### src/rtl/debug_pkg.sv
// Debug controller command opcodes and per-opcode frame/response helpers.
package debug_pkg;

    typedef enum logic [3:0] {
        PAUSE     = 4'd0,
        RESUME    = 4'd1,
        STEP      = 4'd2,
        RESET     = 4'd3,
        STATUS    = 4'd4,
        BR_PT_ADD = 4'd5,
        BR_PT_RM  = 4'd6,
        MEM_RD    = 4'd7,
        MEM_WR    = 4'd8,
        REG_RD    = 4'd9,
        REG_WR    = 4'd10
    } DEBUG_FN;

    localparam logic [3:0] FN_MAX = 4'd10;

    // Opcode is followed by a 4-byte address.
    function automatic logic fn_has_addr(input logic [3:0] fn);
        case (fn)
            BR_PT_ADD, BR_PT_RM, MEM_RD, MEM_WR, REG_RD, REG_WR: return 1'b1;
            default:                                             return 1'b0;
        endcase
    endfunction

    // Opcode is followed by 4 bytes of write data (after the address).
    function automatic logic fn_has_data(input logic [3:0] fn);
        case (fn)
            MEM_WR, REG_WR: return 1'b1;
            default:        return 1'b0;
        endcase
    endfunction

    // Opcode returns 4 bytes of read data instead of a single ack byte.
    function automatic logic fn_has_rdata(input logic [3:0] fn);
        case (fn)
            STATUS, MEM_RD, REG_RD: return 1'b1;
            default:                return 1'b0;
        endcase
    endfunction

endpackage

### src/rtl/serial_cmd_decoder.sv
// UART-to-debug-controller command decoder: frames host bytes into commands,
// hands them off with a valid/busy handshake and streams back the response.
// Optional build macro: CMD_TIMEOUT_EN enables the inter-byte idle timeout.
module serial_cmd_decoder
    import debug_pkg::*;
#(
    parameter int unsigned TIMEOUT_CYCLES = 1_000_000,
    parameter logic [7:0]  ACK_BYTE       = 8'hAA,
    parameter logic [7:0]  ERR_BYTE       = 8'hEE
) (
    input  logic        clk,
    input  logic        rst_n,
    input  logic [7:0]  rx_data,
    input  logic        rx_valid,
    output logic [7:0]  tx_data,
    output logic        tx_valid,
    input  logic        tx_ready,
    output logic [3:0]  debug_fn,
    output logic [31:0] addr,
    output logic [31:0] d_in,
    output logic        out_valid,
    input  logic        ctrlr_busy,
    input  logic [31:0] d_rd,
    output logic        rx_overrun
);

    localparam int unsigned BYTE_W = 8;
    localparam int unsigned WORD_W = 32;

    localparam logic [2:0] ST_OP     = 3'd0;
    localparam logic [2:0] ST_ADDR   = 3'd1;
    localparam logic [2:0] ST_DATA   = 3'd2;
    localparam logic [2:0] ST_ISSUE  = 3'd3;
    localparam logic [2:0] ST_WAIT   = 3'd4;
    localparam logic [2:0] ST_RESP   = 3'd5;

    logic [2:0]        state_q, state_n;
    logic [1:0]        cnt_q, cnt_n;
    logic [WORD_W-1:0] rdata_q, rdata_n;
    logic              multi_q, multi_n;
    logic [3:0]        fn_n;
    logic [WORD_W-1:0] addr_n, din_n;
    logic [BYTE_W-1:0] tx_data_n;
    logic              tx_valid_n, out_valid_n, overrun_n;
    logic              tmo_hit_c;

`ifdef CMD_TIMEOUT_EN
    localparam int unsigned TMO_W = 32;
    logic [TMO_W-1:0] tmo_q, tmo_n;

    // Idle counter runs only while a frame is partially received.
    always_comb begin
        tmo_n = '0;
        if (!rx_valid && (state_q == ST_ADDR || state_q == ST_DATA))
            tmo_n = tmo_q + TMO_W'(1);
    end

    // Idle counter register.
    always_ff @(posedge clk or negedge rst_n) begin
        if (!rst_n) tmo_q <= '0;
        else        tmo_q <= tmo_n;
    end

    assign tmo_hit_c = !rx_valid && (state_q == ST_ADDR || state_q == ST_DATA)
                       && (tmo_q == TMO_W'(TIMEOUT_CYCLES - 1));
`else
    logic unused_timeout_cfg;
    assign unused_timeout_cfg = (TIMEOUT_CYCLES == 0);
    assign tmo_hit_c          = 1'b0;
`endif

    // Next-state and next-output logic for the frame/issue/response sequence.
    always_comb begin
        state_n     = state_q;
        cnt_n       = cnt_q;
        rdata_n     = rdata_q;
        multi_n     = multi_q;
        fn_n        = debug_fn;
        addr_n      = addr;
        din_n       = d_in;
        tx_data_n   = tx_data;
        tx_valid_n  = tx_valid;
        out_valid_n = out_valid;
        overrun_n   = rx_overrun;

        case (state_q)
            ST_OP: begin
                if (rx_valid) begin
                    fn_n  = rx_data[3:0];
                    cnt_n = 2'd0;
                    if (rx_data > {4'd0, FN_MAX}) begin
                        state_n    = ST_RESP;
                        tx_valid_n = 1'b1;
                        tx_data_n  = ERR_BYTE;
                        multi_n    = 1'b0;
                    end else if (fn_has_addr(rx_data[3:0])) begin
                        state_n = ST_ADDR;
                    end else begin
                        state_n     = ST_ISSUE;
                        out_valid_n = 1'b1;
                    end
                end
            end
            ST_ADDR: begin
                if (tmo_hit_c) begin
                    state_n = ST_OP;
                    cnt_n   = 2'd0;
                end else if (rx_valid) begin
                    addr_n = {addr[WORD_W-BYTE_W-1:0], rx_data};
                    cnt_n  = cnt_q + 2'd1;
                    if (cnt_q == 2'd3) begin
                        if (fn_has_data(debug_fn)) begin
                            state_n = ST_DATA;
                        end else begin
                            state_n     = ST_ISSUE;
                            out_valid_n = 1'b1;
                        end
                    end
                end
            end
            ST_DATA: begin
                if (tmo_hit_c) begin
                    state_n = ST_OP;
                    cnt_n   = 2'd0;
                end else if (rx_valid) begin
                    din_n = {d_in[WORD_W-BYTE_W-1:0], rx_data};
                    cnt_n = cnt_q + 2'd1;
                    if (cnt_q == 2'd3) begin
                        state_n     = ST_ISSUE;
                        out_valid_n = 1'b1;
                    end
                end
            end
            ST_ISSUE: begin
                if (ctrlr_busy) begin
                    state_n     = ST_WAIT;
                    out_valid_n = 1'b0;
                end
            end
            ST_WAIT: begin
                if (!ctrlr_busy) begin
                    state_n    = ST_RESP;
                    rdata_n    = d_rd;
                    cnt_n      = 2'd0;
                    multi_n    = fn_has_rdata(debug_fn);
                    tx_valid_n = 1'b1;
                    tx_data_n  = fn_has_rdata(debug_fn) ? d_rd[WORD_W-1 -: BYTE_W] : ACK_BYTE;
                end
            end
            ST_RESP: begin
                if (tx_valid && tx_ready) begin
                    if (multi_q && cnt_q != 2'd3) begin
                        cnt_n     = cnt_q + 2'd1;
                        rdata_n   = rdata_q << BYTE_W;
                        tx_data_n = rdata_q[WORD_W-BYTE_W-1 -: BYTE_W];
                    end else begin
                        state_n    = ST_OP;
                        cnt_n      = 2'd0;
                        tx_valid_n = 1'b0;
                    end
                end
            end
            default: state_n = ST_OP;
        endcase

        // Bytes arriving outside the receive states are dropped and flagged.
        if (rx_valid && (state_q == ST_ISSUE || state_q == ST_WAIT || state_q == ST_RESP))
            overrun_n = 1'b1;
    end

    // State, datapath and registered outputs.
    always_ff @(posedge clk or negedge rst_n) begin
        if (!rst_n) begin
            state_q    <= ST_OP;
            cnt_q      <= 2'd0;
            rdata_q    <= '0;
            multi_q    <= 1'b0;
            debug_fn   <= 4'd0;
            addr       <= '0;
            d_in       <= '0;
            tx_data    <= '0;
            tx_valid   <= 1'b0;
            out_valid  <= 1'b0;
            rx_overrun <= 1'b0;
        end else begin
            state_q    <= state_n;
            cnt_q      <= cnt_n;
            rdata_q    <= rdata_n;
            multi_q    <= multi_n;
            debug_fn   <= fn_n;
            addr       <= addr_n;
            d_in       <= din_n;
            tx_data    <= tx_data_n;
            tx_valid   <= tx_valid_n;
            out_valid  <= out_valid_n;
            rx_overrun <= overrun_n;
        end
    end

endmodule
### config.mk
export PLATFORM = sky130hd
export DESIGN_NAME = serial_cmd_decoder
export DESIGN_NICKNAME = d
export VERILOG_FILES = /design/src/rtl/debug_pkg.sv /design/src/rtl/serial_cmd_decoder.sv
export SDC_FILE = /design/constraint.sdc
export NUM_CORES = 1
export LEC_CHECK = 0
export CAP_MARGIN = 20
export CORE_UTILIZATION = 52
export CTS_BUF_LIST = sky130_fd_sc_hd__clkbuf_16
export CTS_CLUSTER_DIAMETER = 50
export DETAILED_ROUTE_END_ITERATION = 10
export PLACE_DENSITY = 0.92
export SYNTH_ARGS = -nofsm -noshare
export SYNTH_HDL_FRONTEND = slang
export SYNTH_SLANG_ARGS = --single-unit
### constraint.sdc
create_clock -name clk -period 3.2 [get_ports clk]
set_input_delay 0.48 -clock clk [delete_from_list [all_inputs] [get_ports clk]]
set_output_delay 0.48 -clock clk [all_outputs]
set_load 0.005 [all_outputs]
Yosys cells after proc, flatten, opt, wreduce, memory -nomap -nowiden
Index checks and enable logic that the tools add are counted.
{ "op_classes": {"n_mux": 60, "shifts": 0, "n_lt_le_gt_ge": 1, "reduce_logical": 25, "n_eq_ne": 33, "n_bitwise": 0, "mul": 0, "addsub": 1, "n_div": 0} }
{ "op_table": {"columns": ["operator", "count"], "rows": [
  ["24-bit 2-to-1 mux", 3],
  ["8-bit 2-to-1 mux", 6],
  ["24-bit case mux with 2 select lines", 1],
  ["3-bit 2-to-1 mux", 10],
  ["2-bit != test, second input constant", 15],
  ["1-bit 2-to-1 mux", 28],
  ["4-bit equality test, second input constant", 6],
  ["8-bit case mux with 3 select lines", 1],
  ["4-bit by 3-bit equality test with 1-bit output, second input constant", 5],
  ["3-bit case mux with 6 select lines", 1],
  ["2-bit 2-to-1 mux", 6],
  ["6-bit AND reduction", 2],
  ["10-bit AND reduction", 1],
  ["9-bit AND reduction", 1],
  ["8-bit by 4-bit greater-than comparator with 1-bit output, second input constant", 1],
  ["2-bit case mux with 4 select lines", 1],
  ["4-bit AND reduction", 2],
  ["4-bit nonzero test", 2],
  ["3-bit by 2-bit equality test with 1-bit output, second input constant", 2],
  ["3-bit equality test, second input constant", 2],
  ["2-bit AND reduction", 3],
  ["6-bit OR reduction", 1],
  ["5-bit AND reduction", 1],
  ["1-bit case mux with 4 select lines", 1],
  ["other kinds (13)", 18]
]} }
{ "totals": {"input_bits": 45, "output_inout_bits": 79, "mem_bits_rw": 0, "word_cells": 131, "regBits": 109, "rom_bits": 0, "mem_count": 0, "latch_bits": 0} }

Depth between registers and ports, before layout
Gate-level depths: netlist of the first run.
{ "logic_depth": {"word_depth": 10, "ltp_mapped": 7, "mapped_depth_nobuf": 5} }

Worst setup path before layout of the first run
OpenSTA, ideal clock, no wires.
{ "synth_timing": {"kind": "reg2reg", "startpoint": "register cnt_q[0]", "endpoint": "register rdata_q[14]", "synth_period_minus_slack_ns": 2.015, "required_time_ns": 3.059, "setup_ns": 0.141, "slack_ns": 1.185, "arrival_time_ns": 1.874, "n_path_buf": 2, "path_stages_with_launch": 7, "cell_sequence": "dfrtp_1 -> ha_1 -> nand4b_1 -> a211oi_1 -> clkbuf_1 -> clkbuf_1 -> a31oi_1"} }
{ "synth_between": {"elab_chain_cells": 4} }
{ "synth_rtl": {"columns": ["item", "line_no", "text"], "rows": [
  ["start, declared", "serial_cmd_decoder.sv:38", "logic [1:0] cnt_q, cnt_n;"],
  ["start signal, assigned", "serial_cmd_decoder.sv:187", "cnt_q <= cnt_n;"],
  ["2-bit != test", "serial_cmd_decoder.sv:152", "if (multi_q && cnt_q != 2'd3) begin"],
  ["1-bit logical AND", "serial_cmd_decoder.sv:152", null],
  ["2-bit != test (no source line)", null, null],
  ["4-bit AND reduction (no source line)", null, null],
  ["end signal, assigned", "serial_cmd_decoder.sv:188", "rdata_q <= rdata_n;"],
  ["end, declared", "serial_cmd_decoder.sv:39", "logic [WORD_W-1:0] rdata_q, rdata_n;"]
]} }
Every way passes these cells.
A chain may end at the register's enable or synchronous reset.

Worst setup path after layout of the first run
{ "layout_timing": {"startpoint": "input rx_valid", "endpoint": "register tx_data[4]"} }
{ "layout_between": {"elab_chain_cells": 2} }
{ "layout_rtl": {"columns": ["item", "line_no", "text"], "rows": [
  ["start, declared", "serial_cmd_decoder.sv:14", "input logic rx_valid,"],
  ["2-bit != test (no source line)", null, null],
  ["6-bit AND reduction (no source line)", null, null],
  ["end signal, assigned", "serial_cmd_decoder.sv:193", "tx_data <= tx_data_n;"],
  ["end, declared", "serial_cmd_decoder.sv:15", "output logic [7:0] tx_data,"]
]} }
Every way passes these cells.

==> flow_summary_export.csv, run 1 <==
group,metric,value,unit
outcome,status,"finished clean",
synthesis,seq_area_frac_synth,0.576,
synthesis,syn_avg_cell_area,12.1,um2
place,place_area,6100,um2
routing,postRouteAntennaNets,0,
flow_run,drv_cap,0,
routing,vias_per_cell,5.87,
place,dp.cells,612,
clock_tree,ctsHoldBuffers,0,
routing,drc,0,
synthesis,synth_xor_area_frac,0.00185,
floorplan,num_io_pins,124,
clock_tree,cts.path.max_buffers,2,
timing,finalSetupTns,0,ns
critical_path,cp.required,3.43,ns
floorplan,die_h,97.4,um
pwr,vdd_drop_max,0.429,mV
place,numPortBuffers,123,
clock_tree,cts.clk_slew.worst_paths,0.08,ns
timing,tightest_slew,0.614,ns
clock_tree,clk_latency,0.35,ns
floorplan,design.die.area,9500,um2
timing,fmax,412,MHz
synthesis,synth-compound-area-share,0.0935,
grt,grt_overflow,0,
synthesis,yosys.area_share.simple,0.0969,
routing,avgRoutedWirePerCell,18.9,um
place,dp_hpwl,7950,um
routing,drt-total-wl,11900,um
synthesis,synth_warnings,0,
clock_tree,ctsHtreeMaxLevel,3,
timing,slew_violations,0,
routing,firstDrtPassIters,5,
synthesis,synth-seq-cells,109,
synthesis,synth-edff-count,0,
synthesis,synthAdderAreaFrac,0.00264,
place,gp_congestion,0.882,
layout,nets,563,
pwr,power_density,1020,nW/um2
floorplan,die_w,97.4,um
synthesis,syn_area,4740,um2
synthesis,synth_top_family_by_area,"multiplexers",
synthesis,syn-num-nets,439,
routing,met3_length,742,um
critical_path,crit_path_start_kind,"input port",
layout,post-route-cell-area,6470,um2
clock_tree,cts_setup_buffers,0,
floorplan,core,8760,um2
timing,hold_viol_final,0,
timing,relSlewSlack,0.590,
layout,stdcell_count,630,
timing,layout_setup_ws,0.774,ns
grt,grt_use_total,0.263,
clock_tree,cts-resized-gates,0,
routing,drtIter0Drc,297,
routing,topRoutingLayerUsed,"met4",
routing,vias,3696,
layout,drive_gt1_frac,0.211,
critical_path,path_cells,"clkdlybuf4s50_1 > nand2b_1 > o22a_1 > a2111oi_4 > mux2_2",
layout,diodes,0,
synthesis,netlist_instances,393,
floorplan,fp-row-count,34,
critical_path,cp_max_fo,8,
place,place_ws,0.459,ns
synthesis,muxShareOfSynthArea,0.198,
timing,rsz0062_at_grt,"false",
critical_path,cp_slowest_cell,"clkdlybuf4s50_1",
timing,skew,0.00719,ns
routing,drt-met1-wl,4750,um
clock_tree,clk_root_buffer_cell,"clkbuf_16",
grt,grt_pass1_wl,19800,um
clock_tree,cts_tree,"yes",
clock_tree,cts_sinks,109,
timing,setup_viol,0,
critical_path,worstPathArrival,2.65,ns
layout,synthToLayoutAreaGrowth,36.5,%
synthesis,async_reset_ff_frac,1.00,
min_path,hold_class,"reg -> reg",
routing,met2WireLength,6010,um
critical_path,cp_slowest_stage_delay,0.61,ns
timing,fin_crit_sh,0.758,
synthesis,ys.flop_type,"dfrtp_1",
timing,period_minus_slack,2.43,ns
clock_tree,cts_buffers,9,
grt,grt_pass1_vias,3822,
grt,antenna_found_initial,0,
critical_path,cp-end-kind,"flop",
pwr,p_leak,0.00271,uW
timing,timing.hold.ws,0.465,ns
synthesis,synthDistinctLibCells,45,
floorplan,start_util,0.541,
critical_path,worstSetupPathType,"in -> reg",
grt,grt_max_degree,87,
## metrics by stage
| stage | total power (uW) | utilization |
|---|---|---|
| 6_report | 6610 | 0.738 |
| 5_1_grt | 6970 | 0.738 |
| 3_3_place_gp | 5180 | 0.696 |
| 2_1_floorplan | 3850 | - |
| 3_5_place_dp | 5340 | 0.696 |
| 4_1_cts | 6600 | 0.734 |
## per-layer routing
metal,GRT usage,vias up
li1,-,1651
met2,0.442,172
met3,0.0482,37
met5,0,-
met4,0.112,0
met1,0.336,1836
## synthesized netlist by cell type, types with 2 or more instances
cell type  number  area, um2
mux2i_1         8       80.1
mux2_2         76        856
a21o_1          2       15.0
clkbuf_1       10       37.5
o2111ai_1       2       17.5
nor2_1         21       78.8
nand4_1         5       31.3
o21ai_0        15       75.1
buf_1           3       11.3
inv_1          15       56.3
nor3_1          3       15.0
nand3b_1        2       15.0
or4_1           2       15.0
a21oi_1         6       30.0
o41ai_1         3       26.3
nand2_1        41        154
a21boi_0        2       15.0
nand2b_1        4       25.0
buf_2           9       45.0
a31oi_1        18        113
nor3b_1         3       22.5
dfrtp_1       109       2730
a41oi_1         2       17.5
nand3_1        10       50.1
nor2b_1         2       12.5
## final cells by class
cell class                      count  area, um2
Clock buffer                        9        225
Fill cell                         545       2300
Timing Repair Buffer              135       1340
Multi-Input combinational cell    247       1880
Tap cell                          108        135
Sequential cell                   109       2730
Clock inverter                      7        101
Inverter                           15       56.3
## final timing paths
kind / startpoint / endpoint / slack (ns) / cells after the start
max in group asynchronous: rst_n / d_in[11] / 1.85 / 4
min in group asynchronous: rst_n / rdata_q[12] / 0.50 / 2
max reg2reg: state_q[1] / tx_data[4] / 0.85 / 5
max: rx_valid / tx_data[4] / 0.77 / 5
min: rx_overrun / rx_overrun / 0.47 / 1
min reg2reg: rx_overrun / rx_overrun / 0.47 / 1
## placed cells by master (no fill, tap or decap), types with 2 or more instances in the layout
cell type	Yosys	routed
o2111ai_1	2	2
mux2i_1	8	8
inv_8	0	2
mux2_2	76	76
a41oi_1	2	2
clkdlybuf4s50_1	0	122
a31oi_1	18	18
nand2_1	41	41
nor3b_1	3	3
a21o_1	2	2
nor2b_1	2	2
or4_1	2	2
nand4_1	5	5
a21oi_1	6	6
nand2b_1	4	4
nand3b_1	2	2
o41ai_1	3	3
nor2_1	21	20
inv_1	15	15
buf_4	0	11
nor3_1	3	2
a21boi_0	2	2
dfrtp_1	109	109
clkbuf_16	0	9
o21ai_0	15	15
nand3_1	10	10
## flip-flops by register name (all words and copies together) (netlist names)
name and cells:
rx_overrun 1, state_q 3, debug_fn 4, tx_data 8, rdata_q 24, d_in 32
addr 32, cnt_q 2, tx_valid 1, out_valid 1, multi_q 1
## power by group
part	switching (uW)	internal (uW)	total, uW
clock	568	639	1210
sequential	513	2010	2530
combinational	1220	1650	2870
## cell families (layout without fill, tap and decap cells)
| group | count (synthesis) | count (layout) |
|---|---|---|
| DFF | 109 | 109 |
| and+or+nand+nor | 98 | 98 |
| muxes | 84 | 84 |
| AOI/OAI and AO/OA | 63 | 63 |
| buffers and inverters | 37 | 166 |
| adders and majority gates | 1 | 1 |
| xor gates and xnor gates | 1 | 1 |
## worst max-delay path, delay by kind of cell
| kind | cells | cell delay (ns) |
|---|---|---|
| AO/OA/AOI/OAI | 2 | 0.92 |
| buffers and inverters | 1 | 0.61 |
| multiplexers | 1 | 0.41 |
| AND/OR/NAND/NOR | 1 | 0.23 |
(Power assumes the default switching activity.)
==> run 2, diff against run 1 <==
- CORE_UTILIZATION: 52 -> 49
- PLACE_DENSITY: 0.92 -> 0.87
- clock period: 3.2 -> 2.4 ns (I/O delays scaled with it)
==> run 2 against run 1 <==
Clock power is 13% higher. Critical path depth is 1 lower. Wire length is 1.9% lower. Via count is 1.8% lower. Design area is 1.4% higher. Clock skew is 0.00087 ns higher. Die area is 6.0% higher. Total power is 30% higher. Cell count is 5.1% higher. Worst setup slack worse by 0.58 ns.
==> flow_summary_export.csv, run 2 (same netlist as run 1, synthesis figures left out) <==
group,metric,value,unit
outcome,status,"finished clean",
routing,drt-total-wl,11700,um
critical_path,cp_slowest_cell,"a2111oi_4",
grt,grt_overflow,0,
clock_tree,cts.path.max_buffers,2,
pwr,total_power,8590,uW
grt,grt_pass1_wl,18700,um
layout,diodes,0,
min_path,hold_class,"reg -> reg",
timing,skew,0.00806,ns
critical_path,path_buf_inv,0,
routing,firstDrtPassIters,5,
timing,fin_crit_sh,0.920,
timing,rsz0062_at_grt,"false",
grt,grt_use_total,0.245,
routing,drc,0,
floorplan,design.die.area,10100,um2
critical_path,worstPathArrival,2.43,ns
timing,slew_violations,0,
floorplan,core,9280,um2
flow_run,drv_cap,0,
clock_tree,ctsHtreeMaxLevel,3,
timing,period_minus_slack,2.21,ns
critical_path,crit_path_start_kind,"flop",
critical_path,worstSetupPathType,"reg -> reg",
place,dp.cells,646,
place,gp_congestion,0.871,
timing,tightest_slew,0.663,ns
clock_tree,cts.clk_slew.worst_paths,0.07,ns
layout,nets,575,
routing,avgRoutedWirePerCell,17.6,um
layout,fillerInstances,656,
critical_path,cp-end-kind,"flop",
grt,grt_max_degree,53,
clock_tree,cts_setup_buffers,0,
routing,postRouteAntennaNets,0,
clock_tree,cts_buffers,9,
layout,multiInputGateArea,1880,um2
clock_tree,cts_sinks,109,
timing,layout_setup_ws,0.193,ns
routing,drtIter0Drc,187,
timing,fmax,453,MHz
place,dp_hpwl,8270,um
pwr,p_leak,0.00275,uW
timing,hold_viol_final,0,
floorplan,die_w,100,um
critical_path,cp_slowest_stage_delay,0.72,ns
clock_tree,cts-resized-gates,0,
grt,grt_pass1_vias,3611,
place,numPortBuffers,123,
clock_tree,clk_latency,0.34,ns
critical_path,crit_family,"compound AO/OA/AOI/OAI gates",
critical_path,cp_max_fo,8,
layout,stdcell_count,662,
floorplan,num_io_pins,124,
pwr,vdd_drop_max,0.547,mV
layout,regArea,2730,um2
timing,relSlewSlack,0.558,
routing,vias,3630,
routing,vias_per_cell,5.48,
critical_path,cp.required,2.63,ns
critical_path,path_cells,"ha_1 > nand4b_1 > a2111oi_4 > mux2_2",
layout,top_regs,"addr: 32 flops, d_in: 32 flops, rdata_q: 24 flops",
place,place_ws,-0.0180,ns
layout,drive_gt1_frac,0.225,
grt,antenna_found_initial,0,
floorplan,start_util,0.510,
layout,final_cell_mix,"122 x clkdlybuf4s50_1, 109 x dfrtp_1, 76 x mux2_2",
layout,layout_commonest_cell,"clkdlybuf4s50_1",
clock_tree,ctsHoldBuffers,1,
pwr,power_density,1310,nW/um2
timing,setup_viol,0,
floorplan,die_h,100,um
floorplan,fp-row-count,35,
layout,synthToLayoutAreaGrowth,38.5,%
clock_tree,cts_tree,"yes",
timing,timing.hold.ws,0.454,ns
clock_tree,clk_root_buffer_cell,"clkbuf_16",
[run 2: cell type report]
| cell class | count | area share |
|---|---|---|
| tap | 129 | 0.0246 |
| clock buffer | 9 | 0.0343 |
| clock inverter | 6 | 0.00725 |
| multi-input combinational | 247 | 0.287 |
| timing repair buffer | 147 | 0.223 |
| sequential | 109 | 0.416 |
| inverter | 15 | 0.00858 |
[run 2: worst register-to-register path: stages (launching register included)]
cell       delay (ns)
dfrtp_1          0.39
ha_1             0.28
nand4b_1         0.30
a2111oi_4        0.73
mux2_2           0.41
[run 2: per-layer routing]
metal,global-route usage,up-vias,wire length [um]
li1,-,1679,-
met1,0.309,1789,4700
met2,0.399,133,6010
met3,0.0606,29,575
met4,0.108,0,381
met5,0,-,0
[run 2: final timing paths]
check | from | end | slack [ns] | cells after the start
worst max register to register | cnt_q[0] | tx_data[3] | 0.19 | 4
worst max-delay path | cnt_q[0] | tx_data[3] | 0.19 | 4
max in group asynchronous | rst_n | addr[17] | 1.17 | 3
worst min register to register | rx_overrun | rx_overrun | 0.45 | 1
worst min-delay path | rx_overrun | rx_overrun | 0.45 | 1
min in group asynchronous | rst_n | rdata_q[7] | 0.47 | 2
[run 2: power breakdown]
part           leakage (uW)  switching, uW  internal, uW
clock              0.000127            662           707
sequential          0.00132            642          2690
combinational       0.00130           1610          2280
[run 2: stage by stage]
| step | TNS, ns | area, um2 | utilization |
|---|---|---|---|
| after floorplan | 0 | 4740 | - |
| after CTS | 0 | 6560 | 0.706 |
| final | 0 | 6560 | 0.706 |
| after global placement | 0 | 6280 | 0.676 |
| after global routing | 0 | 6560 | 0.706 |
| after detailed placement | -0.111 | 6280 | 0.676 |
==> run 3, diff against run 2 <==
--- a/config.mk
+++ b/config.mk
@@ -12,2 +12,3 @@
 export DETAILED_ROUTE_END_ITERATION = 10
+export HOLD_SLACK_MARGIN = 0.03
 export PLACE_DENSITY = 0.87
--- a/constraint.sdc
+++ b/constraint.sdc
@@ -3,2 +3,2 @@
 set_output_delay 0.36 -clock clk [all_outputs]
-set_load 0.005 [all_outputs]
+set_load 0.01 [all_outputs]
==> results of run 3 <==
The final DEF is identical to that of run 2. Status: finished clean.
Among the figures that moved: total power 8590 uW -> 8840 uW; worst IR drop on VDD 0.547 mV -> 0.548 mV
